## config.mk

```make
export PLATFORM = sky130hd
export DESIGN_NAME = prog_loader
export DESIGN_NICKNAME = d
export VERILOG_FILES = /design/src/rtl/prog_loader.sv
export SDC_FILE = /design/constraint.sdc
export NUM_CORES = 1
export LEC_CHECK = 0
export CORE_MARGIN = 2
export CORE_UTILIZATION = 38
export DETAILED_ROUTE_END_ITERATION = 7
export REMOVE_ABC_BUFFERS = 1
export SYNTH_ARGS = -nofsm -noshare
export SYNTH_HDL_FRONTEND = slang
export SYNTH_SLANG_ARGS = --single-unit
```

## constraint.sdc

```tcl
create_clock -name i_CLK -period 5.6 [get_ports i_CLK]
set_clock_uncertainty 0.05 [all_clocks]
set_input_delay 1.4 -clock i_CLK [delete_from_list [all_inputs] [get_ports i_CLK]]
set_output_delay 1.4 -clock i_CLK [all_outputs]
set_load 0.02 [all_outputs]
```

## src/rtl/prog_loader.sv

```systemverilog
// Program loader: assembles a length-prefixed byte stream into 16-bit words and writes them
// to instruction memory from address 0, holding the CPU in reset until done. Optional macro: LOADER_CHECKSUM_EN.
module prog_loader #(
  parameter int ADDR_W = 8
) (
  input  logic              i_CLK,
  input  logic              i_RST,
  input  logic              i_START,
  input  logic [7:0]        i_BYTE,
  input  logic              i_BYTE_VALID,
  output logic              o_BYTE_READY,
  output logic              o_MEM_WE,
  output logic [ADDR_W-1:0] o_MEM_ADDR,
  output logic [15:0]       o_MEM_DATA,
  output logic              o_CPU_RST,
  output logic              o_BUSY,
  output logic              o_DONE,
  output logic              o_ERR
);

  typedef enum logic [2:0] {
    S_IDLE,
    S_LEN,
    S_HI,
    S_LO,
    S_WRITE,
`ifdef LOADER_CHECKSUM_EN
    S_CHK,
`endif
    S_DONE,
    S_ERR
  } state_t;

  state_t            state_reg, state_next;
  logic [7:0]        len_reg, len_next;
  logic [7:0]        cnt_reg, cnt_next;
  logic [ADDR_W-1:0] addr_next;
  logic [15:0]       data_next;
  logic              ready_next, we_next, busy_next, done_next, err_next;
  logic              accept;
`ifdef LOADER_CHECKSUM_EN
  logic [7:0]        csum_reg, csum_next;
`endif

  // The ready register always mirrors "current state takes a byte".
  assign accept = i_BYTE_VALID & o_BYTE_READY;

  always_comb begin
    state_next = state_reg;
    len_next   = len_reg;
    cnt_next   = cnt_reg;
    addr_next  = o_MEM_ADDR;
    data_next  = o_MEM_DATA;
`ifdef LOADER_CHECKSUM_EN
    csum_next  = csum_reg;
`endif
    case (state_reg)
      S_IDLE, S_DONE, S_ERR: begin
        if (i_START) state_next = S_LEN;
      end
      S_LEN: begin
        if (accept) begin
          if (i_BYTE == 8'd0) begin
            state_next = S_ERR;
          end else begin
            len_next   = i_BYTE;
            cnt_next   = 8'd0;
            addr_next  = '0;
`ifdef LOADER_CHECKSUM_EN
            csum_next  = 8'd0;
`endif
            state_next = S_HI;
          end
        end
      end
      S_HI: begin
        if (accept) begin
          data_next[15:8] = i_BYTE;
`ifdef LOADER_CHECKSUM_EN
          csum_next       = csum_reg ^ i_BYTE;
`endif
          state_next      = S_LO;
        end
      end
      S_LO: begin
        if (accept) begin
          data_next[7:0] = i_BYTE;
`ifdef LOADER_CHECKSUM_EN
          csum_next      = csum_reg ^ i_BYTE;
`endif
          state_next     = S_WRITE;
        end
      end
      S_WRITE: begin
        cnt_next = cnt_reg + 8'd1;
        if (cnt_next == len_reg) begin
`ifdef LOADER_CHECKSUM_EN
          state_next = S_CHK;
`else
          state_next = S_DONE;
`endif
        end else begin
          addr_next  = o_MEM_ADDR + ADDR_W'(1);
          state_next = S_HI;
        end
      end
`ifdef LOADER_CHECKSUM_EN
      S_CHK: begin
        if (accept) state_next = (i_BYTE == csum_reg) ? S_DONE : S_ERR;
      end
`endif
      default: state_next = S_IDLE;
    endcase

    // Outputs are registered from the next state so they align with the state they describe.
    ready_next = (state_next == S_LEN) || (state_next == S_HI) || (state_next == S_LO)
`ifdef LOADER_CHECKSUM_EN
                 || (state_next == S_CHK)
`endif
                 ;
    we_next    = (state_next == S_WRITE);
    done_next  = (state_next == S_DONE);
    err_next   = (state_next == S_ERR);
    busy_next  = (state_next != S_IDLE) && !done_next && !err_next;
  end

  always_ff @(posedge i_CLK or negedge i_RST) begin
    if (!i_RST) begin
      state_reg    <= S_IDLE;
      len_reg      <= 8'd0;
      cnt_reg      <= 8'd0;
`ifdef LOADER_CHECKSUM_EN
      csum_reg     <= 8'd0;
`endif
      o_BYTE_READY <= 1'b0;
      o_MEM_WE     <= 1'b0;
      o_MEM_ADDR   <= '0;
      o_MEM_DATA   <= 16'd0;
      o_CPU_RST    <= 1'b0;
      o_BUSY       <= 1'b0;
      o_DONE       <= 1'b0;
      o_ERR        <= 1'b0;
    end else begin
      state_reg    <= state_next;
      len_reg      <= len_next;
      cnt_reg      <= cnt_next;
`ifdef LOADER_CHECKSUM_EN
      csum_reg     <= csum_next;
`endif
      o_BYTE_READY <= ready_next;
      o_MEM_WE     <= we_next;
      o_MEM_ADDR   <= addr_next;
      o_MEM_DATA   <= data_next;
      o_CPU_RST    <= done_next;
      o_BUSY       <= busy_next;
      o_DONE       <= done_next;
      o_ERR        <= err_next;
    end
  end

endmodule

```

==> results.md, run 1 <==
- Vias in the first global route: 1772
- Status: completed
- Post-Syn Area: 2390 um2
- Reg power frac: 39.2%
- Die ar.: between 6000 and 7000 um2
- Net Sw Power: 567 uW
- Post-CTS Setup Bufs: 0
- Worst flop-to-flop path endpoint: o_MEM_ADDR[0]
- Clock power share: 17.0%
- Combinational group share of total power: 43.8%
- TritonCTS Sinks: 48
- Final wirelength: 5150 um
- First drt pass iteration count: 4
- Max-cap violations: 0
- Maximum clock frequency: 306 MHz
- Worst hold path class: reg2reg
- Sum Neg Setup Slack: 0 ps
- Cell breakdown of the critical path: clkdlybuf4s50_1 -> and3b_1 -> nand3_1 -> a21oi_1 -> nor2_1 -> o21ai_0 -> o31ai_1
- Initial core utilization: 40.0%
- CTS Root Cell: clkbuf_8
- RSZ-0062 raised after global routing: no
- Number of synthesized flops with an enable pin: 0
- Area of the multi-input gates: 1100 um2
- Net Sw Frac: a little under two fifths
- Post-CTS Resized: 0
- PortBufs: 41
- FF-to-FF path depth: 7
- FP Rows: 28
- DRT antenna net count: 0
- Critical path's slowest cell: a21oi_1
- Synth-to-layout area growth: 22.9%
- Mapped Cells: 233
- CP Launch Type: primary input
- Leak pwr: 0.00126 uW
- Initial antenna violation count: 0
- CTS buffer count: 5
- Die Ht: 83.4 um
- Largest net degree at the start of global routing: 49
- Overflow after GRT: 0
- Worst min-delay path startpoint: len_reg[4]
- Cts hold-fix bufs: 0
- Max Transition Viols Final: 0
- Max reg flops: 16
- Sequential Area: around 1200 um2
- Worst Hold Path EP: len_reg[4]
- Clk_lat worst skew: 300 ps
- Ratio of final minimum period to clock period: about three fifths
- Seq/Total Area, Yosys: 50.2%
- CP peak stage delay: around 510 ps
- Clock slew seen by the registers of the worst setup and hold paths: about 90 ps
- DRC errors left: 0
- Cell-internal power: 923 uW
- Core Util, Final: 49.1%
- Biggest register: o_MEM_DATA
- Average size of a mapped cell: 10.3 um2
- Final setup vio count: 0
- Fillers: roughly 560
- Final hold violations: 0
- CTS tree: yes
- CP Buf/Inv Count: 1
- H-tree Lvls: 2
- Synth Warn #: 0
- First-pass GRT wire length: 8650 um
- Slew Limit Headroom: between 40 and 50%
- Gpl congestion: 0.799
- Iter 0 DRT Violations: 71
- RR Startpoint: cnt_reg[0]
- Worst-Margin Slew: approximately 880 ps
- Dpl hpwl: 3520 um
- Share of cells above drive strength 1: a little under an eighth
- #FFs+latches synth: 48
- FFs w/ async S/R, synth: 100%
- Worst vdd ir: 0.266 mV
- Horiz. Die Dim: 83.4 um
- Nets: 282
- CP required: roughly 5700 ps
- Vias: 1811
- DR vias/cell: about 5.3
- Delay-heaviest family, CP: compound AO/OA/AOI/OAI gates
- # IOs: 42
- Worst setup EP type: register
- Routed WL per cell: 15.0 um
- Hold Path Stages: 2
- Worst setup path category: in2reg
- GRT Resource Usage Total: 15.2%
- Power density cells: 506 nW/um2
- Distinct cells, synth: 45
- Min Tclk post-route: 3270 ps
- R2R setup slack: 2980 ps
- Crit path arrival time: 3390 ps
- CP Max Fanout: 9
- Clk buf depth: 2
- Core box area: about 6000 um2
- # diodes: 0
- Synth Flop Type: dfrtp_1
cell families (layout without fill, tap and decap cells):
group,count (synthesis),count (layout),synth area share [%]
compound gates,46,46,13.4
xor+xnor,11,11,4.65
fa+ha+maj,2,2,1.04
buf+inv,19,55,3.71
flops,48,48,50.2
mux,19,19,8.78
simple gates,88,88,18.2
synth_stat cells, drive strengths merged (3+ instances only):
cell type	instances	area, um2
a21oi	9	45.0
a31oi	6	37.5
and3	4	25.0
buf	3	26.3
clkbuf	11	43.8
dfrtp	48	1200
inv	5	18.8
mux2	16	180
mux2i	3	30.0
nand2	42	158
nand3	13	77.6
nor2	8	30.0
nor3	3	15.0
nor3b	5	37.5
nor4	3	18.8
o21ai	12	60.1
o31ai	3	22.5
o41ai	3	26.3
xnor2	5	43.8
xor2	5	43.8
worst min-delay path, cell delays in order (launching register included):
cell and delay, ps:
dfrtp_1 370, nand2_1 50, nand2_1 50
layout by cell type (no fill, tap or decap), drive strengths merged, types with 5 or more instances in the layout:
cell type | netlist | layout
a21oi | 9 | 9
a31oi | 6 | 6
clkbuf | 11 | 5
clkdlybuf4s50 | 0 | 40
dfrtp | 48 | 48
inv | 5 | 5
mux2 | 16 | 16
nand2 | 42 | 42
nand3 | 13 | 13
nor2 | 8 | 8
nor3b | 5 | 5
o21ai | 12 | 12
xnor2 | 5 | 5
xor2 | 5 | 5
worst max-delay path by stage:
stage            endpoint  depth (start not counted)    startpoint
6_report       cnt_reg[3]                          7  i_BYTE_VALID
5_1_grt        cnt_reg[4]                          7  i_BYTE_VALID
4_1_cts        cnt_reg[3]                          7  i_BYTE_VALID
3_5_place_dp   cnt_reg[3]                          7  i_BYTE_VALID
3_3_place_gp   cnt_reg[5]                          7  i_BYTE_VALID
2_1_floorplan  cnt_reg[3]                          6  i_BYTE_VALID
layout make-up:
cell class | count | share of cell area, %
timing repair buffer | 42 | 14.0
multi-input combinational | 166 | 37.5
tap | 75 | 3.19
clock buffer | 5 | 2.34
inverter | 5 | 0.638
sequential | 48 | 40.8
clock inverter | 3 | 1.45
power groups by stage:
stage	Sequential [uW]	Clock [uW]	Combinational [uW]
2_1_floorplan	669	0	314
3_3_place_gp	588	0	651
3_5_place_dp	590	0	656
4_1_cts	585	262	660
5_1_grt	603	276	713
6_report	584	254	653
stage by stage:
stage / instance area, um2 / std cells / setup WS [ps] / total power, uW / hold slack, ps
6_report: 2940 / 344 / 2330 / 1490 / 451
5_1_grt: 2940 / 344 / 2090 / 1590 / 475
4_1_cts: 2940 / 344 / 2320 / 1510 / 460
3_5_place_dp: 2830 / 336 / 2000 / 1250 / 437
3_3_place_gp: 2830 / 336 / 2060 / 1240 / 434
2_1_floorplan: 2320 / 219 / 2860 / 982 / 415
routing by layer:
layer / wire length, um / vias up / global-route usage, %
li1: - / 897 / -
met1: 2500 / 865 / 19.9
met2: 2330 / 47 / 24.3
met3: 314 / 2 / 4.77
met4: 15 / 0 / 4.47
met5: 0 / - / 0
Note: power is estimated with default switching activity, not from simulation.
==> run 2, diff against run 1 <==
==> constraint.sdc (replaced) <==
create_clock -name i_CLK -period 2.95 [get_ports i_CLK]
set_clock_uncertainty 0.05 [all_clocks]
set_input_delay 0.7375 -clock i_CLK [delete_from_list [all_inputs] [get_ports i_CLK]]
set_output_delay 0.7375 -clock i_CLK [all_outputs]
set_load 0.02 [all_outputs]
==> run 2 against run 1 <==
Effect of this change:
- via count is 2.0% higher
- register-to-register slack worse by 2500 ps
- routed wire length is 2.1% lower
- worst setup slack worse by 1900 ps
- hold slack worse by 98 ps
- sequential cell count stayed put
- sequential power is 90% higher
- largest power group unchanged
==> results.md, run 2 (synthesized netlist as in run 1, its figures left out) <==
- Horiz. Die Dim: 83.4 um (unchanged)
- CP Max Fanout: 10 (+1)
- Largest net degree at the start of global routing: 24 (-51%)
- Initial antenna violation count: 0 (unchanged)
- Final wirelength: 5040 um (-2.1%)
- DRT antenna net count: 0 (unchanged)
- Iter 0 DRT Violations: 137 (+93%)
- Net Sw Frac: 38.6% (+0.53 points)
- Final setup vio count: 0 (unchanged)
- Max reg flops: 16 (unchanged)
- Dpl hpwl: 3690 um (+4.7%)
- Biggest register: o_MEM_DATA
- Cell breakdown of the critical path: ha_1 -> nand3_1 -> nor3b_1 -> o22ai_1 -> a2111oi_4 -> nor2_1 -> o21ai_0
- Ratio of final minimum period to clock period: 84.3%
- Worst setup EP type: register
- Vias: 1847 (+2.0%)
- Final WS setup: 463 ps (-1860 ps)
- Nets: 288 (+2.1%)
- # IOs: 42 (unchanged)
- Reg power frac: 40.0% (+0.8 points)
- CTS tree: yes
- Worst setup path category: reg2reg
- First drt pass iteration count: 4 (unchanged)
- PortBufs: 41 (unchanged)
- DR vias/cell: 5.28 (+0.24%)
- Die ar.: 6950 um2 (unchanged)
- Combinational group share of total power: 45.2% (+1.4 points)
- CTS buffer count: 5 (unchanged)
- Delay-heaviest family, CP: compound AO/OA/AOI/OAI gates
- Most frequent cells in the layout: 48 x dfrtp_1, 42 x nand2_1, 40 x clkdlybuf4s50_1, 16 x mux2_2
- GRT Resource Usage Total: 15.2% (-0.061 points)
- CP Buf/Inv Count: 0 (-1)
- Cts hold-fix bufs: 0 (unchanged)
- Clk buf depth: 2 (unchanged)
- Sum Neg Setup Slack: 0 ps (unchanged)
- Sequential Area: 1200 um2 (unchanged)
- First-pass GRT wire length: 8700 um (+0.55%)
- CTS Root Cell: clkbuf_8
- Clock power share: 14.7% (-2.3 points)
- Net Sw Power: 1070 uW (+89%)
- CP required: 3110 ps (-2610 ps)
- Max Transition Viols Final: 0 (unchanged)
- CP peak stage delay: 630 ps (+120 ps)
- Synth-to-layout area growth: 24.2%
- Placed Area: 2880 um2 (+1.6%)
- Routed WL per cell: 14.4 um (-3.8%)
- Worst slack at placement: 356 ps (-1650 ps)
- Overflow after GRT: 0 (unchanged)
- Post-CTS Setup Bufs: 0 (unchanged)
- Die Ht: 83.4 um (unchanged)
- Final Instance Area: 2970 um2 (+1.1%)
- Area of the multi-input gates: 1100 um2 (unchanged)
- Clk_lat worst skew: 300 ps (about the same)
- RSZ-0062 raised after global routing: no
- CP Launch Type: register
- Non-filler cells, final: 350 (+1.7%)
- Slew Limit Headroom: 59.7% (+18 points)
- Gpl congestion: 0.837 (+4.8%)
- Worst-Margin Slew: 604 ps (-272 ps)
- Share of cells above drive strength 1: 13.5% (+1.9 points)
- Commonest non-fill, non-tap cell in the layout: dfrtp_1
- TritonCTS Sinks: 48 (unchanged)
- Post-CTS Resized: 0 (unchanged)
- Final hold violations: 0 (unchanged)
- Cell-internal power: 1710 uW (+85%)
- Placed cells: 342 (+1.8%)
- H-tree Lvls: 2 (unchanged)
- Critical path's slowest cell: a2111oi_4
- Max-cap violations: 0 (unchanged)
- Initial core utilization: 40.0% (unchanged)
- Crit path arrival time: 2650 ps (-740 ps)
- Worst hold path class: in2async
- Leak pwr: 0.00128 uW (+1.5%)
- Vias in the first global route: 1770 (-0.11%)
- FP Rows: 28 (unchanged)
- Min Tclk post-route: 2490 ps
- Worst vdd ir: 0.477 mV (+79%)
- Maximum clock frequency: 402 MHz
- # diodes: 0 (unchanged)
- Power density cells: 935 nW/um2 (+85%)
- Fillers: 538 (-3.2%)
- Core box area: 5990 um2 (unchanged)
- Clock slew seen by the registers of the worst setup and hold paths: 90 ps (about the same)
- DRC errors left: 0 (unchanged)
- Status: completed
run 2: changes by cell type in the layout (fill, tap and decap cells not counted), sizes merged:
cell / before / now
buf: 2 / 8
bufinv: 1 / 0
clkbuf: 5 / 6
clkinv: 1 / 0
clkinvlp: 1 / 2
run 2: layout make-up:
type	instances	area share, %
clock buffers	6	2.78
well taps	75	3.16
flip-flops and latches	48	40.4
inverters	5	0.631
clock inverters	2	0.505
repair buffers	48	15.4
multi-input cells	166	37.1
run 2: metrics by stage:
| stage | util [%] | power [uW] | hold slack (ps) |
|---|---|---|---|
| finish | 49.6 | 2780 | 353 |
| global route | 49.6 | 2990 | 385 |
| CTS | 49.6 | 2820 | 368 |
| detailed placement | 48.0 | 2390 | 436 |
| global placement | 48.0 | 2380 | 432 |
| floorplan | - | 1860 | 392 |
run 2: path summary, 6_finish.rpt:
check                                end  cells after the start        from  slack [ps]
min reg2reg                   len_reg[6]                      2  len_reg[6]         450
max reg2reg                o_MEM_ADDR[1]                      7  cnt_reg[0]         460
min in group i_CLK            len_reg[6]                      2  len_reg[6]         450
max                        o_MEM_ADDR[1]                      7  cnt_reg[0]         460
min                        o_MEM_DATA[9]                      1       i_RST         350
max in group asynchronous  o_MEM_ADDR[3]                      2       i_RST        1910
run 2: routing by layer:
metal | global-route usage, % | vias up | part of all wire (%)
met5 | 0 | - | 0
met4 | 3.13 | 0 | 0.91
met3 | 3.88 | 5 | 5.6
met2 | 22.8 | 58 | 44
met1 | 22.2 | 877 | 49
li1 | - | 907 | -
run 2: power groups by stage:
stage          Sequential [uW]  Clock (uW)  Combinational [uW]
6_report                  1110         410                1260
5_1_grt                   1150         456                1380
4_1_cts                   1110         431                1270
3_5_place_dp              1120           0                1260
3_3_place_gp              1120           0                1260
2_1_floorplan             1270           0                 596
